===== config.mk =====
export PLATFORM = sky130hd
export DESIGN_NAME = uart_cmd_parser
export DESIGN_NICKNAME = d
export VERILOG_FILES = /design/src/rtl/uart_cmd_parser.sv
export SDC_FILE = /design/constraint.sdc
export NUM_CORES = 1
export LEC_CHECK = 0
export CORE_MARGIN = 3
export CORE_UTILIZATION = 58
export CTS_CLUSTER_DIAMETER = 120
export DETAILED_ROUTE_END_ITERATION = 7
export PLACE_DENSITY = 0.91
export SLEW_MARGIN = 5
export SYNTH_ARGS = -nofsm -noshare
export SYNTH_HDL_FRONTEND = slang
export SYNTH_SLANG_ARGS = --single-unit
export TNS_END_PERCENT = 20

===== constraint.sdc =====
create_clock -name clk -period 2.4 [get_ports clk]
set_input_delay 0.48 -clock clk [delete_from_list [all_inputs] [get_ports clk]]
set_output_delay 0.48 -clock clk [all_outputs]
set_load 0.01 [all_outputs]

===== src/rtl/uart_cmd_parser.sv =====
// uart_cmd_parser
// Parses short ASCII line commands arriving from the UART receiver:
//   L<hh><CR|LF>  sets the LED register to the low 6 bits of hh and replies "K\r\n"
//   R<CR|LF>      replies with the LED register as two uppercase hex chars + "\r\n"
//   anything else is swallowed up to the next terminator, then "E\r\n" is sent
//   and cmd_error pulses.
// A partial command that sits idle for TIMEOUT_CYCLES clocks is silently dropped.
// Ports:
//   clk, rst            system clock, asynchronous active-high reset
//   rx_data, rx_valid   received byte and its single-cycle strobe
//   tx_data, tx_valid,  reply byte stream (valid/ready, no retraction)
//   tx_ready
//   led_value           6-bit LED register
//   cmd_error           one-cycle pulse on a command error or a dropped byte
//   busy                high while reply bytes are pending
module uart_cmd_parser #(
  parameter int TIMEOUT_CYCLES = 2700000
) (
  input  logic       clk,
  input  logic       rst,
  input  logic [7:0] rx_data,
  input  logic       rx_valid,
  output logic [7:0] tx_data,
  output logic       tx_valid,
  input  logic       tx_ready,
  output logic [5:0] led_value,
  output logic       cmd_error,
  output logic       busy
);

  localparam int CW = $clog2(TIMEOUT_CYCLES);
  localparam logic [CW-1:0] CNT_MAX = CW'(TIMEOUT_CYCLES - 1);

  typedef enum logic [2:0] {
    S_IDLE, S_GOT_L, S_GOT_H1, S_GOT_H2, S_GOT_R, S_DISCARD, S_RESPOND
  } state_t;

  state_t          state, state_next;
  logic [CW-1:0]   cnt;
  logic [1:0]      nib_hi;          // only the bits that survive into led_value
  logic [3:0]      nib_lo;
  logic [7:0]      rbuf [4];
  logic [1:0]      idx;
  logic [2:0]      len;

  logic            load_reply, store_hi, store_lo, led_load, err_set;
  logic [7:0]      reply [4];
  logic [2:0]      reply_len;
  logic            timed, expire, tx_fire, last;
  logic [3:0]      hex_nib;

  function automatic logic is_term(input logic [7:0] b);
    return (b == 8'h0D) || (b == 8'h0A);
  endfunction

  function automatic logic is_hex(input logic [7:0] b);
    return (b >= 8'h30 && b <= 8'h39) || (b >= 8'h41 && b <= 8'h46) ||
           (b >= 8'h61 && b <= 8'h66);
  endfunction

  // 'A'/'a' have low nibble 1, so +9 maps letters onto 10..15
  function automatic logic [3:0] hex_val(input logic [7:0] b);
    if (b <= 8'h39) return b[3:0];
    else return b[3:0] + 4'd9;
  endfunction

  function automatic logic [7:0] to_ascii(input logic [3:0] n);
    if (n < 4'd10) return 8'h30 + {4'h0, n};
    else return 8'h37 + {4'h0, n};
  endfunction

  assign busy     = (state == S_RESPOND);
  assign tx_valid = (state == S_RESPOND);
  assign tx_fire  = tx_valid && tx_ready;
  assign last     = ({1'b0, idx} == (len - 3'd1));
  assign hex_nib  = hex_val(rx_data);
  assign timed    = (state == S_GOT_L) || (state == S_GOT_H1) || (state == S_GOT_H2) ||
                    (state == S_GOT_R) || (state == S_DISCARD);
  // an incoming byte on the expiry edge takes priority over the timeout
  assign expire   = timed && !rx_valid && (cnt == CNT_MAX);

  // State register
  always_ff @(posedge clk or posedge rst) begin
    if (rst) state <= S_IDLE;
    else     state <= state_next;
  end

  // Next-state decode and datapath control strobes
  always_comb begin
    state_next = state;
    load_reply = 1'b0;
    store_hi   = 1'b0;
    store_lo   = 1'b0;
    led_load   = 1'b0;
    err_set    = 1'b0;
    reply[0]   = 8'h4B;
    reply[1]   = 8'h0D;
    reply[2]   = 8'h0A;
    reply[3]   = 8'h00;
    reply_len  = 3'd3;
    case (state)
      S_IDLE: begin
        if (rx_valid) begin
          if (rx_data == 8'h4C || rx_data == 8'h6C)      state_next = S_GOT_L;
          else if (rx_data == 8'h52 || rx_data == 8'h72) state_next = S_GOT_R;
          else if (is_term(rx_data))                     state_next = S_IDLE;
          else                                           state_next = S_DISCARD;
        end else begin
          state_next = S_IDLE;
        end
      end
      S_GOT_L: begin
        if (rx_valid) begin
          if (is_hex(rx_data)) begin
            state_next = S_GOT_H1;
            store_hi   = 1'b1;
          end else begin
            state_next = S_DISCARD;
          end
        end else begin
          state_next = state;
        end
      end
      S_GOT_H1: begin
        if (rx_valid) begin
          if (is_hex(rx_data)) begin
            state_next = S_GOT_H2;
            store_lo   = 1'b1;
          end else begin
            state_next = S_DISCARD;
          end
        end else begin
          state_next = state;
        end
      end
      S_GOT_H2: begin
        if (rx_valid) begin
          if (is_term(rx_data)) begin
            state_next = S_RESPOND;
            load_reply = 1'b1;
            led_load   = 1'b1;
          end else begin
            state_next = S_DISCARD;
          end
        end else begin
          state_next = state;
        end
      end
      S_GOT_R: begin
        if (rx_valid) begin
          if (is_term(rx_data)) begin
            state_next = S_RESPOND;
            load_reply = 1'b1;
            reply[0]   = to_ascii({2'b00, led_value[5:4]});
            reply[1]   = to_ascii(led_value[3:0]);
            reply[2]   = 8'h0D;
            reply[3]   = 8'h0A;
            reply_len  = 3'd4;
          end else begin
            state_next = S_DISCARD;
          end
        end else begin
          state_next = state;
        end
      end
      S_DISCARD: begin
        if (rx_valid && is_term(rx_data)) begin
          state_next = S_RESPOND;
          load_reply = 1'b1;
          err_set    = 1'b1;
          reply[0]   = 8'h45;
        end else begin
          state_next = state;
        end
      end
      S_RESPOND: begin
        // bytes cannot be parsed while a reply is outstanding
        if (rx_valid) err_set = 1'b1;
        else          err_set = 1'b0;
        if (tx_fire && last) state_next = S_IDLE;
        else                 state_next = S_RESPOND;
      end
      default: state_next = S_IDLE;
    endcase
    if (expire) state_next = S_IDLE;
    else        state_next = state_next;
  end

  // Partial-command idle timeout counter
  always_ff @(posedge clk or posedge rst) begin
    if (rst)                            cnt <= '0;
    else if (rx_valid || !timed || expire) cnt <= '0;
    else                                cnt <= cnt + 1'b1;
  end

  // Command operands, LED register and error pulse
  always_ff @(posedge clk or posedge rst) begin
    if (rst) begin
      nib_hi    <= 2'd0;
      nib_lo    <= 4'd0;
      led_value <= 6'd0;
      cmd_error <= 1'b0;
    end else begin
      if (store_hi) nib_hi <= hex_nib[1:0];
      if (store_lo) nib_lo <= hex_nib;
      if (led_load) led_value <= {nib_hi, nib_lo};
      cmd_error <= err_set;
    end
  end

  // Reply buffer and the byte currently offered to the transmitter
  always_ff @(posedge clk or posedge rst) begin
    if (rst) begin
      for (int i = 0; i < 4; i++) rbuf[i] <= 8'h00;
      idx     <= 2'd0;
      len     <= 3'd0;
      tx_data <= 8'h00;
    end else if (load_reply) begin
      for (int i = 0; i < 4; i++) rbuf[i] <= reply[i];
      idx     <= 2'd0;
      len     <= reply_len;
      tx_data <= reply[0];
    end else if (tx_fire && !last) begin
      idx     <= idx + 2'd1;
      tx_data <= rbuf[idx + 2'd1];
    end
  end

endmodule


-- Yosys cells after proc, flatten, opt, wreduce, memory -nomap -nowiden
Index checks and enable logic that the tools add are counted.
- register bits after elaboration: 83
- bits of input ports: 12
- word-level logic and storage cells: 120
- output and inout port bits: 17
- magnitude comparators: 9
- reductions and logical operators: 27
- mux-type cells: 44
- equality and inequality tests: 18
- bitwise logic cells: 1
- add/sub/neg operators: 8
- operator list (kind ; number):
    $mux W31 ; 2
    $mux W3 ; 15
    $eq A8 B7 Y1 const B ; 4
    $mux W8 ; 4
    $mux W24 ; 1
    $add A22 B1 Y22 const B ; 1
    $eq A22 B22 Y1 const B ; 1
    $mux W22 ; 1
    $pmux W3 S6 ; 1
    $bmux W8 S2 ; 1
    $eq A8 B4 Y1 const B ; 2
    $ge A8 B7 Y1 const B ; 2
    $le A8 B7 Y1 const B ; 2
    $pmux W8 S2 ; 1
    $add A6 B2 Y7 const A ; 2
    $add A6 B4 Y7 const A ; 2
    $mux W7 ; 2
    $logic_or A1 B1 Y1 ; 11
    $eq A3 B3 Y1 const B ; 3
    $logic_and A1 B1 Y1 ; 9
    $mux W1 ; 9
    $ge A8 B6 Y1 const B ; 1
    $le A8 B6 Y1 const B ; 1
    $mux W4 ; 2
    20 further kinds ; 27

-- Depth between registers and ports, before layout
Gate-level depths: netlist of run 1.
- depth after elaboration: 9
- mapped depth: 8
- mapped depth without buffers: 7

-- Least setup slack after synthesis of run 1
OpenSTA, ideal clock, no wires.
- kind: in2reg
- from: input port rx_data[3]
- to: register nib_hi[0]
- stages: 6
- arrival: 2.040 ns
- path slack: 0.232 ns
- setup time: 0.127 ns
- path buffers: 1
- data required time: 2.273 ns
- path through: buf_6 or3b_1 o32ai_2 nand2_1 or3_4 mux2_1
- cells in the longest elaborated chain, start to end: 7
- elaborated cells on any way between the ends: 15
- those cells by class: 6 x order compare; 4 x mux; 5 x reduce/logical
- ends and longest elaborated chain (item ; line ; text):
    from (decl) ; 21 ; input logic [7:0] rx_data,
    $ge A8 B6 Y1 (tied with other cells) ; 57 ; return (b >= 8'h30 && b <= 8'h39) || (b >= 8'h41 && b <= 8'h46) ||
    $logic_and A1 B1 Y1 ; 57 ;
    $logic_or A1 B1 Y1 (2 in series) ; 57 ;
    $mux W1 ; 114 ; if (is_hex(rx_data)) begin
    $mux W1 ; 113 ; if (rx_valid) begin
    $mux W1 ; 101 ; case (state)
    to (signal assigned) ; 204 ; if (store_hi) nib_hi <= hex_nib[1:0];
    to (decl) ; 40 ; logic [1:0] nib_hi;
Several ways; a longest one is shown, not always the timed one.
A chain may end at the register's enable or synchronous reset.

-- Final worst setup path of run 1
- from: input port rx_data[1]
- to: register led_value[4]
- cells in the longest elaborated chain, start to end: 5
- elaborated cells on any way between the ends: 6
- those cells by class: 2 x eq/ne; 3 x mux; 1 x reduce/logical
- ends and longest elaborated chain (item ; line ; text):
    $eq A8 B4 Y1 ; 53 ; return (b == 8'h0D) || (b == 8'h0A);
    $logic_or A1 B1 Y1 (*) ; 53 ;
    $mux W1 (*) ; 138 ; if (is_term(rx_data)) begin
    $mux W1 (*) ; n/a ;
    $mux W1 (*) ; 101 ;
    to (signal assigned) ; 206 ; if (led_load) led_value <= {nib_hi, nib_lo};
    to (decl) ; 26 ; output logic [5:0] led_value,
Every way passes the cells marked *; elsewhere a longest branch is shown, timed or not.

==> metrics.md, run 1 <==
| Metric | Value |
|---|---|
| Run status | finished, final reports clean |
| Hold Slack | about 490 ps |
| Wire per inst | 17.5 um |
| Last element of the critical path | led_value[4] |
| Overflow after GRT | 0 |
| Crit share post-route | 0.991 |
| Post-Route WL | 8400 um |
| Worst slack, placed | -365 ps |
| Seq cells post-synth | 63 |
| Chip Width | approximately 83 um |
| EDFF count, synth | 0 |
| Via density | about 6 |
| GRT Util Overall | 0.258 |
| CTS tree | built |
| Hold Buf Count CTS | 0 |
| Synth-to-Final Area Change | 22.1% |
| Count leader, synth | dfrtp_1 |
| Largest area contributor in the netlist | dfrtp_1 |
| Top cells by count, synth | dfrtp_1, nor2_1, nand2_1 |
| Prevailing post-synth register cell | dfrtp_1 |
| Hpwl dp | 5900 um |
| Worst VDD drop | ~0.00067 V |
| Core area | 5610 sq um |
| Syn Std Cell Area | 3440 sq um |
| I/O pin count | 29 |
| Worst Setup SP | rx_data[1] |
| Syn avg cell area | 9.80 sq um |
| Crit path arrival time | between 2000 and 3000 ps |
| Top cells by area, synth | dfrtp_1, nor2_1, xor2_1, nand2_1, nand3_1 |
| R2r endpoint | cnt[9] |
| R2R cell count | 6 |
| CTS Sinks | 63 |
| Clock-pin slew on the worst setup and hold paths | 70 ps |
| RSZ-0062 raised after global routing | yes |
| Max_cap viols | 0 |
| Total CTS buffers | 9 |
| Crit path max fanout | 7 |
| Lkg Pwr | 1.89 nW |
| Part of the Yosys area used for sequential elements | 0.458 |
| Max clock buf depth | 2 |
| Asr flop ratio synth | 1.00 |
| Post-route cell area | approximately 4200 sq um |
| IO buf count | 27 |
| Max Transition Viols Final | 0 |
| 1st-pass router iterations | 5 |
| Starting density of the core | 0.614 |
| Overall power | ~0.003 W |
| Diodes inserted | 0 |
| Critical R2R Launch | cnt[14] |
| Die ar. | around 6900 sq um |
| Post-CTS Setup Inserts | 0 |
| Rel. slew slack | 0.542 |
| Pwr per Cell Area | 716 nW/um^2 |
| GP Congestion | 0.865 |
| Cts repair resizes | 0 |
| Element type at the critical path start | input pin |
| Crit. End Element | register |
| Area share of the largest cell type after synthesis | 0.458 |
| Pin count of the biggest net entering global routing | 64 |
| Antenna violations before repair | 0 |
| Worst setup margin | 22.0 ps |
| Syn_nets | 370 |
| Synth cell types | 62 |
| Vias | 2949 |
| R2r setup slk | 260 ps |
| Min-delay worst type | register to register |
| Final setup viols | 0 |
| Skew final | 8.50 ps |
| WS Path Type | input pin to register |
| Post-route DRC | 0 |
| Routed Antenna Nets | 0 |
| Die height | 83.0 um |
| Worst Path Required | 2630 ps |
| Fmax | 421 MHz |
| CTS root buf | clkbuf_8 |
| Final hold violation count | 0 |
| Tightest Pin Transition | 680 ps |
| Final core utilization | 0.749 |
| Share of cells above drive strength 1 | 0.181 |
| DP Area | 3970 sq um |
| Vias in the first global route | ~2900 |
| Row cnt | 27 |
| DR iter-0 viols | 228 |
| Synth warn | 0 |
| Synth Instances | between 300 and 400 |
| H-tree depth | 3 |
| Clock latency on the worst-skew pair | 350 ps |
| Global-route wire length before repair | 14300 um |
| Final worst path period need | between 2000 and 2500 ps |
| Nets@finish | 423 |
==> power by group <==
group | switching [W] | internal, W | total, W
Sequential | 0.000131 | 0.00118 | 0.00131
Combinational | 0.000336 | 0.000327 | 0.000663
Clock | 0.000417 | 0.000613 | 0.00103
Total | 0.000885 | 0.00212 | 0.00301
==> critical path: stages <==
cell             delay, ps
clkdlybuf4s50_1        510
inv_1                   90
ha_1                   230
mux2i_1                350
and4bb_2               300
nand3_1                110
buf_4                  190
mux2_2                 360
==> stage by stage <==
step	cells	TNS (ps)
after floorplan	351	0
after global placement	465	-3080
after detailed placement	465	-6820
after CTS	481	0
after global routing	481	-96.8
final	481	0
==> registers in the layout, indices dropped and copies added (netlist names) <==
name       flops
state          3
len            1
led_value      6
rbuf          15
idx            2
nib_lo         4
tx_data        7
nib_hi         2
cnt           22
cmd_error      1
==> how the worst min path moves through the flow <==
stage,startpoint,endpoint,slack (ps),cells past startpoint
after floorplan,rbuf[11],rbuf[11],430,1
after detailed placement,rbuf[11],rbuf[11],460,1
after global placement,rbuf[11],rbuf[11],460,1
after global routing,rbuf[29],rbuf[29],510,1
after CTS,rbuf[29],rbuf[29],490,1
final,cnt[0],cnt[0],490,1
==> metal layers <==
metal  vias to the layer above  routed length, um  GRT usage
li1                       1349                  -          -
met1                      1433               3350      0.330
met2                       139               4190      0.416
met3                        28                627     0.0843
met4                         0                224     0.0847
met5                         -                  0          0
==> cells in the final DEF (no fill, tap or decap), types with 4 or more instances in the layout <==
cell	count
dfrtp_1	63
nor2_1	45
nand2_1	31
buf_4	30
clkdlybuf4s50_1	26
nand3_1	22
o21ai_0	17
xor2_1	15
mux2_2	10
inv_1	10
xnor2_1	10
clkbuf_8	10
a21oi_1	9
ha_1	7
nor2b_1	6
nor3_1	6
nand4_1	6
nand2b_1	5
mux2i_1	4
nor4_1	4
and3_1	4
==> cells by family after synthesis <==
| group | count (synthesis) | synth area share |
|---|---|---|
| multiplexers | 18 | 0.0640 |
| AND/OR/NAND/NOR | 154 | 0.240 |
| buffers and inverters | 27 | 0.0349 |
| AO/OA/AOI/OAI | 56 | 0.113 |
| other | 1 | 0.00109 |
| adder cells (fa/ha/maj) | 7 | 0.0255 |
| XOR/XNOR | 25 | 0.0636 |
| flip-flops | 63 | 0.458 |
==> cell type report <==
cell class | count | area [sq um]
timing repair buffer | 58 | 518
tap | 72 | 90.1
clock inverter | 5 | 81.3
multi-input combinational | 261 | 1750
clock buffer | 11 | 141
sequential | 63 | 1580
fill | 375 | 1410
inverter | 11 | 41.3
Power figures use the tool's default switching activity.
==> run 2: changes to the inputs <==
--- a/config.mk
+++ b/config.mk
@@ -5,7 +5,7 @@
 export SDC_FILE = /design/constraint.sdc
 export NUM_CORES = 1
 export LEC_CHECK = 0
-export CORE_MARGIN = 3
+export CORE_MARGIN = 4
 export CORE_UTILIZATION = 58
 export CTS_CLUSTER_DIAMETER = 120
 export DETAILED_ROUTE_END_ITERATION = 7
==> run 2 against run 1 <==
Compared with the run above: sequential cell count is the same; first-iteration DRC count is 0.44% lower; register-to-register slack worse by 20 ps; power fell by 4.2%; via count fell by 1.1%; setup slack improved by 88 ps; core utilization down 0.16 points; final cell count up 1.5%; combinational power decreased by 5.1%; sequential share of layout area down 0.12 points; global-route usage shrank 2.7 points; highest routed layer unchanged.
==> metrics.md, run 2 (synthesis results as in run 1) <==
| Metric | Value |
|---|---|
| Run status | finished, final reports clean |
| Die height | 85.0 um (+2.4%) |
| I/O pin count | 29 (unchanged) |
| Clock network fraction of design power | 0.319 (-0.024) |
| Max clock buf depth | 2 (unchanged) |
| CTS tree | built |
| R2r setup slk | 240 ps (-20 ps) |
| Worst Path Required | 2620 ps (about the same) |
| Vias in the first global route | 2967 (+2.7%) |
| Crit path arrival time | 2510 ps (-100 ps) |
| Wire per inst | 16.1 um (-8.0%) |
| Regs by FF count | cnt x22, rbuf x15, tx_data x7 |
| Skew final | 10.8 ps (+2.31 ps) |
| Rel. slew slack | 0.532 (-0.0101) |
| Worst slack, placed | -237 ps (+128 ps) |
| Post-CTS Setup Inserts | 0 (unchanged) |
| Hold Buf Count CTS | 0 (unchanged) |
| Hpwl dp | 5680 um (-3.7%) |
| Final worst path period need | 2290 ps (-88.2 ps) |
| Post-Route WL | 7840 um (-6.7%) |
| CTS root buf | clkbuf_8 |
| Diodes inserted | 0 (unchanged) |
| Combinational power share | 0.218 (-0.003) |
| Nets@finish | 430 (+1.7%) |
| Starting density of the core | 0.610 (-0.00367) |
| Sw Share | 0.308 (+0.0135) |
| Global-route wire length before repair | 13600 um (-5.3%) |
| Pin count of the biggest net entering global routing | 33 (-48%) |
| RSZ-0062 raised after global routing | no |
| Clock latency on the worst-skew pair | 350 ps (about the same) |
| Min-delay worst type | input pin to asynchronous set/reset pin |
| Register share of total power | 0.462 (+0.025) |
| Max reg flops | 22 (unchanged) |
| DP Area | 4020 sq um (+1.3%) |
| Largest Register | cnt |
| Max Transition Viols Final | 0 (unchanged) |
| 1st-pass router iterations | 5 (unchanged) |
| GRT Util Overall | 0.231 (-0.0273) |
| Post-route DRC | 0 (unchanged) |
| Crit share post-route | 0.954 (-0.0367) |
| Psw | 0.000886 W (+0.22%) |
| Post-route cell area | 4220 sq um (+0.39%) |
| Die ar. | 7230 sq um (+4.9%) |
| Antenna violations before repair | 0 (unchanged) |
| Crit path max fanout | 5 (-2) |
| Worst setup margin | 110 ps (+88.2 ps) |
| Tightest Pin Transition | 696 ps (+16.0 ps) |
| Final setup viols | 0 (unchanged) |
| GP Congestion | 0.840 (-2.8%) |
| Share of cells above drive strength 1 | 0.192 (+0.0114) |
| Synth-to-Final Area Change | 22.6% |
| WS Path Type | input pin to register |
| H-tree depth | 3 (unchanged) |
| Core area | 5640 sq um (+0.60%) |
| Via density | 5.98 (-2.5%) |
| Hold Slack | 345 ps (-146 ps) |
| Internal cell power | 0.00200 W (-6.0%) |
| Commonest non-fill, non-tap cell in the layout | dfrtp_1 |
| Clock-pin slew on the worst setup and hold paths | 70 ps (about the same) |
| Crit. End Element | register |
| Element type at the critical path start | input pin |
| Total CTS buffers | 9 (unchanged) |
| Max_cap viols | 0 (unchanged) |
| CTS Sinks | 63 (unchanged) |
| Overflow after GRT | 0 (unchanged) |
| Row cnt | 27 (unchanged) |
| Lkg Pwr | 1.90 nW (+0.60%) |
| Routed Antenna Nets | 0 (unchanged) |
| Commonest non-fill, non-tap cells in the layout | dfrtp_1, nor2_1, buf_4, nand2_1, clkdlybuf4s50_1 |
| Chip Width | 85.0 um (+2.4%) |
| Vias | 2916 (-1.1%) |
| Worst VDD drop | 0.000508 V (-24%) |
| DR iter-0 viols | 227 (-0.44%) |
| Fmax | 437 MHz (+3.8%) |
| Final hold violation count | 0 (unchanged) |
| Pwr per Cell Area | 683 nW/um^2 (-4.5%) |
| IO buf count | 27 (unchanged) |
## run 2: cell types whose count changed in the layout (fill, tap and decap cells not counted), sizes merged
cell           previous run  this run
buf                      31        38
bufinv                    2         1
clkbuf                   11        10
clkdlybuf4s50            26        27
clkinv                    2         3
clkinvlp                  1         2
dlymetal6s2s              1         0
## run 2: final timing paths
path                                 start            to  cells after the start
worst max register to register     cnt[14]       cnt[16]                      6
worst min register to register    rbuf[11]      rbuf[11]                      1
max in group asynchronous              rst      rbuf[27]                      3
min in group clk                  rbuf[11]      rbuf[11]                      1
worst max-delay path            rx_data[0]  led_value[1]                      8
worst min-delay path                   rst       cnt[11]                      2
## run 2: per-layer routing
layer	part of all wire	global-route usage	up-vias
li1	-	-	1372
met1	0.43	0.291	1396
met2	0.48	0.368	120
met3	0.063	0.0602	28
met4	0.030	0.117	0
met5	0	0	-
## run 2: repair_timing
action / in CTS / in global routing
hold endpoints to repair: 0 / 0
gates resized for setup: 0 / 1
setup endpoints to repair: 0 / 2
## run 2: power groups by stage
stage / clock, W / sequential (W) / combinational, W
2_1_floorplan: 0 / 0.00128 / 0.000442
3_3_place_gp: 0 / 0.00134 / 0.000596
3_5_place_dp: 0 / 0.00134 / 0.000623
4_1_cts: 0.000923 / 0.00133 / 0.000627
5_1_grt: 0.000983 / 0.00135 / 0.000691
6_report: 0.000920 / 0.00133 / 0.000629
## run 2: cell type report
| class | count | area [sq um] |
|---|---|---|
| Inverter | 11 | 41.3 |
| Sequential cell | 63 | 1580 |
| Clock inverter | 6 | 60.1 |
| Timing Repair Buffer | 65 | 568 |
| Multi-Input combinational cell | 261 | 1740 |
| Tap cell | 72 | 90.1 |
| Clock buffer | 10 | 138 |
| Fill cell | 367 | 1420 |
## run 2: worst max-delay path, cell delays in order
cell,delay [ps]
clkdlybuf4s50_1,520
inv_1,90
ha_1,210
mux2i_1,280
and4bb_2,290
nand3_1,140
buf_4,170
mux2_2,330
## run 2: stage by stage
step                      power [W]  TNS (ps)  instances  utilization
after floorplan             0.00172         0        351            -
after global placement      0.00193     -2920        472        0.713
after CTS                   0.00288         0        488        0.748
after detailed placement    0.00196     -4970        472        0.713
after global routing        0.00302         0        488        0.748
final                       0.00288         0        488        0.748
==> run 3: changes to the inputs <==
--- a/config.mk
+++ b/config.mk
@@ -9,6 +9,7 @@
 export CORE_UTILIZATION = 58
 export CTS_CLUSTER_DIAMETER = 120
 export DETAILED_ROUTE_END_ITERATION = 7
+export GPL_TIMING_DRIVEN = 0
 export PLACE_DENSITY = 0.91
 export SLEW_MARGIN = 5
 export SYNTH_ARGS = -nofsm -noshare
==> run 3 against run 2 <==
Compared with the run above: the flow now finishes with violations (setup timing); sequential cell count stayed put; final cell count shrank 4.3%; maximum frequency decreased by 8.1%; cell area is 4.0% lower; clock skew hardly changed; count of clock-buffer cells in the layout rose by 3; via count shrank 1.0%; sequential share of layout area up 1.6 points; first-iteration DRC count is 25% lower; setup slack got worse by 200 ps; clock power is 14% lower; worst hold slack better by 140 ps.
==> metrics.md, run 3 (synthesis results as in run 1) <==
| Metric | Value |
|---|---|
| Hold Buf Count CTS | 0 (unchanged) |
| Final worst path period need | 2490 ps (+201 ps) |
| Worst VDD drop | 0.000535 V (+5.3%) |
| Pin count of the biggest net entering global routing | 35 (+6.1%) |
| Hold Startpoint | cnt[0] |
| Worst Path Required | 2610 ps (about the same) |
| RSZ-0062 raised after global routing | yes |
| Number of fill cells | 395 (+7.6%) |
| DP Area | 3800 sq um (-5.4%) |
| Crit path max fanout | 4 (-1) |
| Routed Antenna Nets | 0 (unchanged) |
| Tightest Pin Transition | 977 ps (+281 ps) |
| Pwr per Cell Area | 686 nW/um^2 (+0.39%) |
| DR iter-0 viols | 170 (-25%) |
| Die ar. | 7230 sq um (unchanged) |
| Final setup viols | 2 (+2) |
| Antenna violations before repair | 0 (unchanged) |
| Buf/Inv on CP | 2 (-1) |
| IO buf count | 25 (-7.4%) |
| CTS Sinks | 63 (unchanged) |
| Starting density of the core | 0.610 (unchanged) |
| Total CTS buffers | 9 (unchanged) |
| Crit path arrival time | 2700 ps (+190 ps) |
| Clock latency on the worst-skew pair | 330 ps (-20 ps) |
| Overflow after GRT | 0 (unchanged) |
| Skew final | 10.4 ps (-0.419 ps) |
| Hpwl dp | 5490 um (-3.3%) |
| CTS tree | built |
| Max reg flops | 22 (unchanged) |
| Synth-to-Final Area Change | 17.7% |
| Element type at the critical path start | input pin |
| Worst setup margin | -90.6 ps (-201 ps) |
| Row cnt | 27 (unchanged) |
| GP Congestion | 0.990 (+18%) |
| Fmax | 402 MHz (-8.1%) |
| Via density | 6.18 (+3.4%) |
| Min-delay worst type | register to register |
| Wire per inst | 16.6 um (+3.5%) |
| WS Path Type | input pin to register |
| Run status | complete, but fails checks |
| Worst slack, placed | -464 ps (-227 ps) |
| CP max stage cell | clkdlybuf4s50_1 |
| I/O pin count | 29 (unchanged) |
| Delay-heaviest family, CP | simple AND/OR/NAND/NOR gates |
| Last element of the critical path | nib_hi[1] |
| Final hold violation count | 0 (unchanged) |
| Post-route cell area | 4050 sq um (-4.0%) |
| R2r setup slk | 230 ps (about the same) |
| Core area | 5640 sq um (unchanged) |
| H-tree depth | 3 (unchanged) |
| Diodes inserted | 0 (unchanged) |
| Critical Path Stages | 8 (unchanged) |
| Regs by FF count | cnt x22, rbuf x15, tx_data x7 |
| Largest stage delay, worst path | 510 ps (about the same) |
| Commonest non-fill, non-tap cells in the layout | dfrtp_1, nor2_1, nand2_1, clkdlybuf4s50_1, nand3_1 |
| Max clock buf depth | 2 (unchanged) |
| Commonest non-fill, non-tap cell in the layout | dfrtp_1 |
| CTS root buf | clkbuf_8 |
| Rel. slew slack | 0.344 (-0.188) |
| Largest Register | cnt |
| Worst Setup SP | rx_data[1] |
| Failing checks | setup timing |
| Share of cells above drive strength 1 | 0.159 (-0.0328) |
| Max Transition Viols Final | 0 (unchanged) |
| Global-route wire length before repair | 13000 um (-3.8%) |
| R2r endpoint | cnt[12] |
| Critical R2R Launch | cnt[14] |
| Clock-pin slew on the worst setup and hold paths | 60 ps (about the same) |
| Post-route DRC | 0 (unchanged) |
| Die height | 85.0 um (unchanged) |
| Post-Route WL | 7760 um (-0.94%) |
| Cell breakdown of the critical path | clkdlybuf4s50_1 > inv_1 > ha_1 > nor3b_2 > o32ai_2 > nand2_1 > or3_4 > mux2_1 |
| Max_cap viols | 0 (unchanged) |
| Crit. End Element | register |
| Nets@finish | 411 (-4.4%) |
| Crit share post-route | 1.04 (+0.0837) |
| Lkg Pwr | 1.79 nW (-5.9%) |
| GRT Util Overall | 0.222 (-0.00943) |
| Chip Width | 85.0 um (unchanged) |
| Vias in the first global route | 2809 (-5.3%) |
| Vias | 2886 (-1.0%) |
| R2R cell count | 6 (unchanged) |
| 1st-pass router iterations | 5 (unchanged) |
[run 3: worst min-delay path by stage]
stage	endpoint	slack, ps	cells after the start
finish	cnt[0]	490	1
global route	nib_hi[1]	500	1
CTS	cnt[0]	490	1
detailed placement	rbuf[20]	480	2
global placement	rbuf[11]	440	1
floorplan	rbuf[11]	430	1
[run 3: what timing repair did]
action                                  in CTS  in global routing
pin swaps                                    2                  2
endpoints found under the setup margin      12                 29
gates cloned                                 0                  0
buffers inserted                             0                  6
gates resized for setup                      6                 15
[run 3: final cells by class]
cell class | instances | area, sq um | area share
multi-input cells | 261 | 1780 | 0.440
flip-flops and latches | 63 | 1580 | 0.390
repair buffers | 32 | 315 | 0.0779
clock buffers | 13 | 159 | 0.0392
well taps | 72 | 90.1 | 0.0222
plain buffers | 14 | 78.8 | 0.0195
inverters | 11 | 41.3 | 0.0102
clock inverters | 1 | 5.00 | 0.00124
[run 3: metal layers]
layer / vias to the layer above / GRT usage / share of wire
met1: 1443 / 0.287 / 0.44
met5: - / 0 / 0
met4: 0 / 0.104 / 0.025
li1: 1324 / - / -
met3: 21 / 0.0466 / 0.048
met2: 98 / 0.357 / 0.49
[run 3: metrics by stage]
| stage | hold WS, ps | power (W) | utilization | instances | TNS (ps) |
|---|---|---|---|---|---|
| 2_1_floorplan | 429 | 0.00172 | - | 351 | 0 |
| 3_3_place_gp | 444 | 0.00192 | 0.670 | 448 | -50870 |
| 3_5_place_dp | 480 | 0.00195 | 0.674 | 449 | -10460 |
| 4_1_cts | 491 | 0.00273 | 0.702 | 461 | -33.4 |
| 5_1_grt | 499 | 0.00292 | 0.718 | 467 | -322 |
| 6_report | 490 | 0.00278 | 0.718 | 467 | -180 |
[run 3: power by group]
part | switching [W] | total, W | internal, W
sequential | 0.0000992 | 0.00129 | 0.00119
combinational | 0.000382 | 0.000699 | 0.000318
clock | 0.000373 | 0.000792 | 0.000419
total | 0.000854 | 0.00278 | 0.00192
